[src/rtl/inv_mix_columns_ctrl.sv]
// Iterative AES InvMixColumns controller with valid/ready ports.
// COLS_PER_CYCLE column datapaths are shared across NB compute cycles.
module inv_mix_columns_ctrl #(
  parameter int COLS_PER_CYCLE = 1
) (
  input  logic         clk,
  input  logic         rst,
  input  logic         in_valid,
  output logic         in_ready,
  input  logic [127:0] state_in,
  input  logic         bypass,
  output logic         out_valid,
  input  logic         out_ready,
  output logic [127:0] state_out,
  output logic         busy
);

  localparam int NB = 4 / COLS_PER_CYCLE;
  localparam logic [1:0] LAST = 2'(NB - 1);

  if (!(COLS_PER_CYCLE == 1 || COLS_PER_CYCLE == 2 ||
        COLS_PER_CYCLE == 4)) begin : g_bad_cols
    $error("COLS_PER_CYCLE must be 1, 2 or 4");
  end

  typedef enum logic [1:0] {
    IDLE = 2'd0,
    RUN  = 2'd1,
    DONE = 2'd2
  } state_t;

  state_t       state_q, state_d;
  logic [1:0]   cnt_q, cnt_d;
  logic [127:0] in_q, in_d;
  logic         byp_q, byp_d;
  logic [127:0] out_q, out_d;

  function automatic logic [7:0] xt(input logic [7:0] b);
    return {b[6:0], 1'b0} ^ (b[7] ? 8'h1b : 8'h00);
  endfunction

  // 0e/0b/0d/09 products built from the x2, x4, x8 doubling chain
  function automatic logic [31:0] inv_col(input logic [31:0] c);
    logic [7:0] s [4];
    logic [7:0] m2 [4];
    logic [7:0] m4 [4];
    logic [7:0] m8 [4];
    logic [7:0] e [4];
    logic [7:0] b [4];
    logic [7:0] d [4];
    logic [7:0] n [4];
    for (int i = 0; i < 4; i++) begin
      s[i]  = c[31-8*i -: 8];
      m2[i] = xt(s[i]);
      m4[i] = xt(m2[i]);
      m8[i] = xt(m4[i]);
      e[i]  = m8[i] ^ m4[i] ^ m2[i];
      b[i]  = m8[i] ^ m2[i] ^ s[i];
      d[i]  = m8[i] ^ m4[i] ^ s[i];
      n[i]  = m8[i] ^ s[i];
    end
    return {e[0] ^ b[1] ^ d[2] ^ n[3],
            n[0] ^ e[1] ^ b[2] ^ d[3],
            d[0] ^ n[1] ^ e[2] ^ b[3],
            b[0] ^ d[1] ^ n[2] ^ e[3]};
  endfunction

  always_comb begin
    logic [1:0]  idx;
    logic [31:0] col;
    idx     = '0;
    col     = '0;
    state_d = state_q;
    cnt_d   = cnt_q;
    in_d    = in_q;
    byp_d   = byp_q;
    out_d   = out_q;
    unique case (state_q)
      IDLE: begin
        if (in_valid) begin
          in_d    = state_in;
          byp_d   = bypass;
          cnt_d   = '0;
          state_d = RUN;
        end
      end
      RUN: begin
        for (int j = 0; j < COLS_PER_CYCLE; j++) begin
          idx = 2'(int'(cnt_q) * COLS_PER_CYCLE + j);
          col = in_q[127-32*int'(idx) -: 32];
          out_d[127-32*int'(idx) -: 32] = byp_q ? col : inv_col(col);
        end
        if (cnt_q == LAST) state_d = DONE;
        else               cnt_d   = cnt_q + 2'd1;
      end
      DONE: begin
        if (out_ready) state_d = IDLE;
      end
      default: state_d = IDLE;
    endcase
  end

  always_ff @(posedge clk or posedge rst) begin
    if (rst) begin
      state_q <= IDLE;
      cnt_q   <= '0;
      in_q    <= '0;
      byp_q   <= 1'b0;
      out_q   <= '0;
    end else begin
      state_q <= state_d;
      cnt_q   <= cnt_d;
      in_q    <= in_d;
      byp_q   <= byp_d;
      out_q   <= out_d;
    end
  end

  assign in_ready  = (state_q == IDLE);
  assign out_valid = (state_q == DONE);
  assign busy      = (state_q == RUN) || (state_q == DONE);
  assign state_out = out_q;

endmodule
[config.mk]
export PLATFORM = sky130hd
export DESIGN_NAME = inv_mix_columns_ctrl
export DESIGN_NICKNAME = d
export VERILOG_FILES = /design/src/rtl/inv_mix_columns_ctrl.sv
export SDC_FILE = /design/constraint.sdc
export NUM_CORES = 1
export LEC_CHECK = 0
export CAP_MARGIN = 20
export CORE_ASPECT_RATIO = 1.2
export CORE_MARGIN = 3
export CORE_UTILIZATION = 65
export DETAILED_ROUTE_END_ITERATION = 8
export DONT_BUFFER_PORTS = 1
export PLACE_DENSITY_LB_ADDON = 0.08
export SYNTH_ARGS = -nofsm -noshare
export SYNTH_HDL_FRONTEND = slang
export SYNTH_SLANG_ARGS = --single-unit
[constraint.sdc]
create_clock -name clk -period 15.6 [get_ports clk]
set_input_delay 3.12 -clock clk [delete_from_list [all_inputs] [get_ports clk]]
set_output_delay 3.12 -clock clk [all_outputs]
set_load 0.01 [all_outputs]
==> results of run 1 <==
[routing by layer]
metal | GRT usage [%] | up-vias | wire length [microns] | part of all wire (%)
met5 | 0 | - | 67 | 0.22
li1 | - | 3396 | - | -
met1 | 34.41 | 3939 | 11210 | 37
met2 | 47.74 | 311 | 15610 | 51
met3 | 7.487 | 68 | 2598 | 8.5
met4 | 8.341 | 10 | 913 | 3.0
[cells in the final DEF (no fill, tap or decap), drive strengths merged, types with 12 or more instances in the layout]
| cell type | instances |
|---|---|
| buf | 12 |
| mux2 | 130 |
| xnor2 | 128 |
| xnor3 | 28 |
| dfrtp | 261 |
| mux2i | 26 |
| xor2 | 25 |
| nand2 | 138 |
| o21ai | 132 |
| mux4 | 32 |
| clkbuf | 39 |
[flip-flops by register name, indices dropped and copies added (netlist names)]
name and count:
in_q 128, byp_q 1, state_q 2, state_out 128, cnt_q 2
[cells by family (layout without fill, tap and decap cells)]
kind of cell	Yosys count	in the layout	synth area share (%)
AOI/OAI and AO/OA	143	143	5.591
xor gates and xnor gates	185	185	17.18
adders and majority gates	7	7	0.6736
buffers and inverters	72	62	2.829
DFF	261	261	50.24
muxes	188	188	19.04
and+or+nand+nor	150	150	4.456
[layout make-up]
cell class                      count  area share [%]
Multi-Input combinational cell    673           43.74
Clock buffer                       39           5.357
Sequential cell                   261           46.78
Tap cell                          261           2.338
Timing Repair Buffer               12           1.362
Inverter                            8          0.2687
Clock inverter                      3          0.1523
[worst reg2reg max path, cell delays in order, from the launching register on]
cell and delay, ns:
dfrtp_2 0.46, buf_4 0.57, mux4_2 0.84, xnor3_2 0.54, xnor3_2 0.45, xnor3_2 0.48
xnor2_1 0.17, mux2i_2 0.38, o21ai_1 0.14
[worst min path at each step]
| stage | from | end | slack [ns] | cells after the start |
|---|---|---|---|---|
| final | in_q[61]$_DFFE_PP0P_ | in_q[61]$_DFFE_PP0P_ | 0.50 | 1 |
| after global routing | in_q[54]$_DFFE_PP0P_ | in_q[54]$_DFFE_PP0P_ | 0.51 | 1 |
| after CTS | in_q[61]$_DFFE_PP0P_ | in_q[61]$_DFFE_PP0P_ | 0.50 | 1 |
| after detailed placement | in_q[61]$_DFFE_PP0P_ | in_q[61]$_DFFE_PP0P_ | 0.49 | 1 |
| after global placement | in_q[6]$_DFFE_PP0P_ | in_q[6]$_DFFE_PP0P_ | 0.48 | 1 |
| after floorplan | in_q[32]$_DFFE_PP0P_ | in_q[32]$_DFFE_PP0P_ | 0.47 | 1 |
[per-stage QoR]
| step | util [%] | setup WS, ns |
|---|---|---|
| 2_1_floorplan | - | 5.297 |
| 6_report | 71.19 | 11.04 |
| 5_1_grt | 71.19 | 10.96 |
| 4_1_cts | 70.49 | 11.08 |
| 3_3_place_gp | 66.57 | 10.63 |
| 3_5_place_dp | 66.57 | 10.53 |
==> results.tsv, run 1 <==
metric	value	unit
Worst Path Required	16.00	ns
CP delay by family, top	buffers and inverters	
Worst Path Max Fanout	66	
R2R depth	8	
Final period util	29.20	%
Worst path slowest cell	buf_4	
placed cell area	13060	sq um
Cells after Synth	1006	
first-pass GRT wire length	46.84	mm
Final min period	4.556	ns
Layout fillers	1402	
WP data arrival	4.95	ns
count leader, synth	dfrtp_1	
Routed Antenna Nets	0	
cell area after synthesis	13000	sq um
# nets final	1121	
Die X	135.1	microns
vias per cell	6.145	
CP endpoint kind	register	
Max Freq	219.5	MHz
Clock Path Buffers	3	
startpoint types	input port	
final non-filler cell total	1257	
critical path class	in2reg	
CTS Sinks	261	
cell taking the most area after synthesis	dfrtp_1	
R2R Setup Slk	11.42	ns
post-synth top area share	50.24	%
CORE AREA	19620	sq um
Starting Density	66.27	%
Cell Chain, Critical Path	nand2_4, buf_4, mux2_2	
CP peak stage delay	0.75	ns
sequential-to-total area share from yosys stat	50.24	%
Post-synth EDFFs	0	
Fin. Hold Viols	0	
Clock Latency Late Sink	0.52	ns
Synth top cells by count	dfrtp_1, nand2_1, mux2_2	
register area	6534	sq um
Setup Skew	0.01644	ns
io pins	264	
TritonCTS clock tree	built	
placer's final routability congestion estimate	0.9731	
Syn Area/Cell	12.92	sq um
vias in the first global route	8280	
row count	56	
Post-CTS Setup Repair Bufs	0	
largest net degree at the start of global routing	115	
Buffers & Inverters on Critical Path	1	
worst setup path endpoint	in_q[83]$_DFFE_PP0P_	
Max Cap Viol	0	
actual slew at the worst max-slew pin	1.083	ns
fin. max-slew vios	0	
capturing point of the worst reg2reg path	state_out[124]$_DFFE_PP0P_	
PostCTS Resize Cnt	0	
initial antenna violation count	5	
detailed-route via count	7724	
synthesized flop and latch total	261	
Primary FF master, synth	dfrtp_1	
CTS clock-pin slew for the worst setup and hold paths	0.06	ns
DRC viols	0	
n_diodes	0	
Final setup viols	0	
placed cells	1210	
root buffer cell	clkbuf_16	
Synth Warn #	0	
Die Span Y	160.9	microns
CTS buffer count	25	
H-tree depth	1	
fin area	13970	sq um
GRT Overall Usage	27.72	%
routed wire length	30.40	mm
Slew Limit Headroom	27.81	%
input/output buffers	0	
setup tns final	0	ns
multi-input logic area	6110	sq um
hold_buf cts	0	
R2R Path Start	cnt_q[0]$_DFFE_PP0P_	
DIE AREA	21740	sq um
synthesized net count	1146	
asr flop ratio synth	100.0	%
hpwl dp	22.06	mm
grt total ovfl	0	
first-pass iteration count of the detailed router	4	
area delta synth->final	7.429	%
RSZ-0062 raised after global routing	no	
crit path from	in_valid	
Min-Delay Path Class	reg2reg	
share of post-route cells with drive strength above 1	24.50	%
number of DRC markers in iteration 0	377	
synth unique cells	36	
final hold slack	0.4977	ns
WL/cell	24.18	microns
Critical Path Stages	3	
outcome	finished, final reports clean	
dominant cells by area after synthesis	dfrtp_1, mux2_2, xnor2_1, mux4_2, nand2_1	
Power of run 1 is left out: the tool's default activity adds up to more than one toggle a clock period on the data nets, which glitch-free logic cannot reach.
==> run 2: changes to the inputs <==
- CORE_UTILIZATION: 65 -> 58
- clock period: 15.6 -> 3.9 ns (I/O delays scaled with it)
==> run 2 against run 1 <==
- via count hardly changed
- setup slack worse by 11 ns
- worst hold slack worse by 0.45 ns
- sequential cell count stayed put
- routed wire length is 4.6% higher
- first-iteration DRC count is 13% lower
- design area is 1.1% higher
- count of clock-buffer cells in the layout stayed put
- final cell count is 3.3% higher
- register-to-register slack worse by 11 ns
- core utilization is 6.6 points lower
- clock skew is 0.0063 ns lower
- largest cell class unchanged
==> results.tsv, run 2 (synthesized netlist as in run 1, its figures left out) <==
metric	value	unit	change
outcome	finished, final reports clean		unchanged
Die Span Y	170.0	microns	was 160.9 microns
grt total ovfl	0		unchanged
Max Freq	269.3	MHz	
Worst Path Required	4.27	ns	was 16.00 ns
hpwl dp	23.86	mm	was 22.06 mm
most frequent cells in the layout	dfrtp_1, nand2_1, mux2_2		unchanged
Clock Latency Late Sink	0.52	ns	about the same
Final setup viols	0		unchanged
Die X	142.7	microns	was 135.1 microns
critical path class	reg2reg		was in2reg
largest net degree at the start of global routing	131		was 115
actual slew at the worst max-slew pin	1.063	ns	was 1.083 ns
io pins	264		unchanged
DRC viols	0		unchanged
# nets final	1147		was 1121
Min-Delay Path Class	in2async		was reg2reg
fin. max-slew vios	0		unchanged
Final period util	95.21	%	
Cell Chain, Critical Path	mux4_2, xor2_2, xnor3_2, xor2_1, xnor2_1, mux2i_1, o21ai_0		was nand2_4, buf_4, mux2_2
CP peak stage delay	0.85	ns	was 0.75 ns
GRT Overall Usage	25.97	%	was 27.72%
Fin. Hold Viols	0		unchanged
routed wire length	31.79	mm	was 30.40 mm
Worst Path Max Fanout	29		was 66
RSZ-0062 raised after global routing	no		unchanged
CP endpoint kind	register		unchanged
row count	59		was 56
placer's final routability congestion estimate	0.8891		was 0.9731
CORE AREA	21850	sq um	was 19620 sq um
Final min period	3.713	ns	
first-pass iteration count of the detailed router	5		was 4
Starting Density	59.50	%	was 66.27%
share of post-route cells with drive strength above 1	26.59	%	was 24.50%
WL/cell	24.49	microns	was 24.18 microns
initial antenna violation count	3		was 5
vias per cell	5.952		was 6.145
first-pass GRT wire length	48.69	mm	was 46.84 mm
vias in the first global route	8346		was 8280
WP data arrival	4.08	ns	was 4.95 ns
H-tree depth	1		unchanged
input/output buffers	0		unchanged
Worst path slowest cell	dfrtp_2		was buf_4
area delta synth->final	8.632	%	was 7.429%
final hold slack	0.04396	ns	was 0.4977 ns
CTS buffer count	25		unchanged
TritonCTS clock tree	built		unchanged
most common cell after layout, fill and taps aside	dfrtp_1		unchanged
Layout fillers	1620		was 1402
Clock Path Buffers	3		unchanged
CTS Sinks	261		unchanged
detailed-route via count	7726		was 7724
startpoint types	register		was input port
Max Cap Viol	0		unchanged
Setup Skew	0.01012	ns	was 0.01644 ns
DIE AREA	24260	sq um	was 21740 sq um
Routed Antenna Nets	0		unchanged
root buffer cell	clkbuf_16		unchanged
number of DRC markers in iteration 0	328		was 377
Post-CTS Setup Repair Bufs	0		unchanged
Slew Limit Headroom	29.15	%	was 27.81%
CTS clock-pin slew for the worst setup and hold paths	0.06	ns	about the same
-- run 2: final timing paths --
kind,startpoint,end,slack (ns),cells past startpoint
setup reg to reg,cnt_q[1]$_DFFE_PP0P_,state_out[10]$_DFFE_PP0P_,0.19,7
hold reg to reg,in_q[21]$_DFFE_PP0P_,in_q[21]$_DFFE_PP0P_,0.50,1
max in group asynchronous,rst,state_out[64]$_DFFE_PP0P_,2.94,2
hold / removal,rst,in_q[80]$_DFFE_PP0P_,0.04,1
setup / recovery,cnt_q[1]$_DFFE_PP0P_,state_out[10]$_DFFE_PP0P_,0.19,7
min in group clk,state_in[115],in_q[115]$_DFFE_PP0P_,0.41,1
-- run 2: cell type report --
type,count,area (sq um),share of cell area [%]
diodes,1,2.502,0.01772
flip-flops and latches,261,6536,46.28
inverters,8,33.78,0.2392
repair buffers,38,322.8,2.286
clock inverters,4,23.77,0.1683
well taps,274,342.8,2.427
multi-input cells,673,6113,43.29
clock buffers,39,748.2,5.298
-- run 2: critical path: cells and delay by family, from the launching register on --
kind / cells / cell delay (ns)
AOI/OAI and AO/OA: 1 / 0.18
xor gates and xnor gates: 4 / 1.40
DFF: 1 / 0.85
muxes: 2 / 1.10
-- run 2: metal layers --
layer  track usage (%)  up-vias  share of wire, %
li1                  -     3453                 -
met5                 0        -             0.085
met3             6.352       59               7.4
met1             32.61     3946                39
met2             44.89      264                51
met4             7.482        4               2.5
-- run 2: repair_timing --
item | in CTS | in global routing
endpoints found under the setup margin | 4 | 2
resized for setup | 1 | 1
cloned | 0 | 0
hold buffers | 0 | 0
endpoints found under the hold margin | 0 | 0
-- run 2: stage by stage --
step	instances	area [sq um]	TNS (ns)	setup slack [ns]	utilization, %
floorplan	1006	13010	-83.93	-0.3216	-
CTS	1297	14120	0	0.08460	64.61
finish	1298	14120	0	0.1869	64.64
global route	1298	14120	0	0.04030	64.64
global placement	1254	13340	-0.01933	-0.01460	61.06
detailed placement	1254	13340	-0.1789	-0.07142	61.06
Power of run 2 is left out for the same reason.
==> run 3: changes to the inputs <==
- ABC_CLOCK_PERIOD_IN_PS: unset -> 3900
- CORE_MARGIN: 3 -> 4
==> run 3 against run 2 <==
- routed wire length is 1.1% higher
- fmax rose by 1.9%
- final cell count decreased by 0.85%
- global-route usage shrank 0.14 points
- highest routed layer unchanged
- sequential share of layout area hardly changed
==> results.tsv, run 3 (synthesized netlist as in run 1, its figures left out) <==
metric	value	unit	change
outcome	finished, final reports clean		unchanged
worst setup margin	0.2559	ns	was 0.1869 ns
Worst path slowest cell	mux4_2		was dfrtp_2
CTS clock-pin slew for the worst setup and hold paths	0.06	ns	about the same
Min-Delay Path Class	in2async		unchanged
CORE AREA	21850	sq um	unchanged
vias in the first global route	8237		was 8346
R2R depth	8		was 7
fin util	64.57	%	was 64.64%
Die X	144.7	microns	was 142.7 microns
input/output buffers	0		unchanged
TritonCTS clock tree	built		unchanged
final hold slack	0.04641	ns	was 0.04396 ns
WL/cell	24.98	microns	was 24.49 microns
startpoint types	register		unchanged
largest net degree at the start of global routing	123		was 131
CP peak stage delay	0.73	ns	was 0.85 ns
Clock Path Buffers	3		unchanged
root buffer cell	clkbuf_16		unchanged
actual slew at the worst max-slew pin	0.8765	ns	was 1.063 ns
hpwl dp	23.95	mm	was 23.86 mm
most frequent cells in the layout	dfrtp_1, nand2_1, mux2_2		unchanged
Worst Path Required	4.31	ns	was 4.27 ns
Routed Antenna Nets	0		unchanged
CTS Sinks	261		unchanged
Worst Path Max Fanout	22		was 29
PostCTS Resize Cnt	0		was 1
DIE AREA	24890	sq um	was 24260 sq um
Post-CTS Setup Repair Bufs	0		unchanged
multi-input logic area	6110	sq um	was 6113 sq um
Cell Chain, Critical Path	buf_12, mux4_2, xnor2_1, xnor3_1, xor3_1, xnor2_1, mux2i_2, o21ai_1		was mux4_2, xor2_2, xnor3_2, xor2_1, xnor2_1, mux2i_1, o21ai_0
Final period util	93.44	%	was 95.21%
Setup Skew	0.01746	ns	was 0.01012 ns
CP most frequent cell	xnor2_1		
first-pass GRT wire length	49.29	mm	was 48.69 mm
placer's final routability congestion estimate	0.9147		was 0.8891
area delta synth->final	8.517	%	was 8.632%
fin. max-slew vios	0		unchanged
DRC viols	0		unchanged
Max Freq	274.4	MHz	was 269.3 MHz
Slew Limit Headroom	41.48	%	was 29.15%
WP data arrival	4.05	ns	was 4.08 ns
Final min period	3.644	ns	was 3.713 ns
register area	6534	sq um	was 6536 sq um
share of post-route cells with drive strength above 1	26.16	%	was 26.59%
row count	59		unchanged
H-tree depth	1		unchanged
Max Cap Viol	0		unchanged
RSZ-0062 raised after global routing	no		unchanged
initial antenna violation count	2		was 3
CP endpoint kind	register		unchanged
Final setup viols	0		unchanged
Clock Latency Late Sink	0.54	ns	was 0.52 ns
Starting Density	59.50	%	unchanged
GRT Overall Usage	25.83	%	was 25.97%
vias per cell	5.995		was 5.952
hold_buf cts	0		unchanged
# nets final	1134		was 1147
io pins	264		unchanged
n_diodes	0		was 1
first-pass iteration count of the detailed router	6		was 5
Fin. Hold Viols	0		unchanged
detailed-route via count	7716		was 7726
Placement Setup Slack	0.1964	ns	was -0.07142 ns
CTS buffer count	26		was 25
critical path class	reg2reg		unchanged
number of DRC markers in iteration 0	295		was 328
Layout fillers	1605		was 1620
most common cell after layout, fill and taps aside	dfrtp_1		unchanged
routed wire length	32.15	mm	was 31.79 mm
Die Span Y	172.0	microns	was 170.0 microns
grt total ovfl	0		unchanged
-- run 3: per-stage QoR --
step | setup TNS (ns) | instance area, sq um | cells
3_3_place_gp | 0 | 13240 | 1239
6_report | 0 | 14110 | 1287
5_1_grt | 0 | 14110 | 1287
4_1_cts | 0 | 14080 | 1286
2_1_floorplan | -83.93 | 13010 | 1006
3_5_place_dp | 0 | 13240 | 1239
-- run 3: final timing paths --
path	start	endpoint	slack [ns]
worst max-delay path	cnt_q[0]$_DFFE_PP0P_	state_out[83]$_DFFE_PP0P_	0.26
worst min-delay path	rst	in_q[78]$_DFFE_PP0P_	0.05
worst max register to register	cnt_q[0]$_DFFE_PP0P_	state_out[83]$_DFFE_PP0P_	0.26
worst min register to register	in_q[97]$_DFFE_PP0P_	in_q[97]$_DFFE_PP0P_	0.50
max in group asynchronous	rst	in_q[100]$_DFFE_PP0P_	2.93
min in group clk	state_in[76]	in_q[76]$_DFFE_PP0P_	0.38
-- run 3: layout make-up --
class                           instances  share of cell area [%]
Clock buffer                           36                   5.374
Clock inverter                         11                  0.5676
Inverter                                8                  0.2394
Multi-Input combinational cell        673                   43.30
Sequential cell                       261                   46.31
Tap cell                              274                   2.430
Timing Repair Buffer                   24                   1.774
-- run 3: layer usage --
layer / track usage (%) / part of all wire (%) / vias to the layer above
met3: 6.611 / 8.1 / 56
li1: - / - / 3418
met2: 44.43 / 51 / 288
met4: 5.882 / 1.9 / 4
met5: 0 / 0.065 / -
met1: 33.17 / 39 / 3950
-- run 3: critical path: cells and delay by family (launching register included) --
kind	cells	cell delay, ns
flip-flops	1	0.48
multiplexers	2	1.15
AO/OA/AOI/OAI	1	0.14
buffers and inverters	1	0.24
XOR/XNOR	4	1.48
Power of run 3 is left out for the same reason.
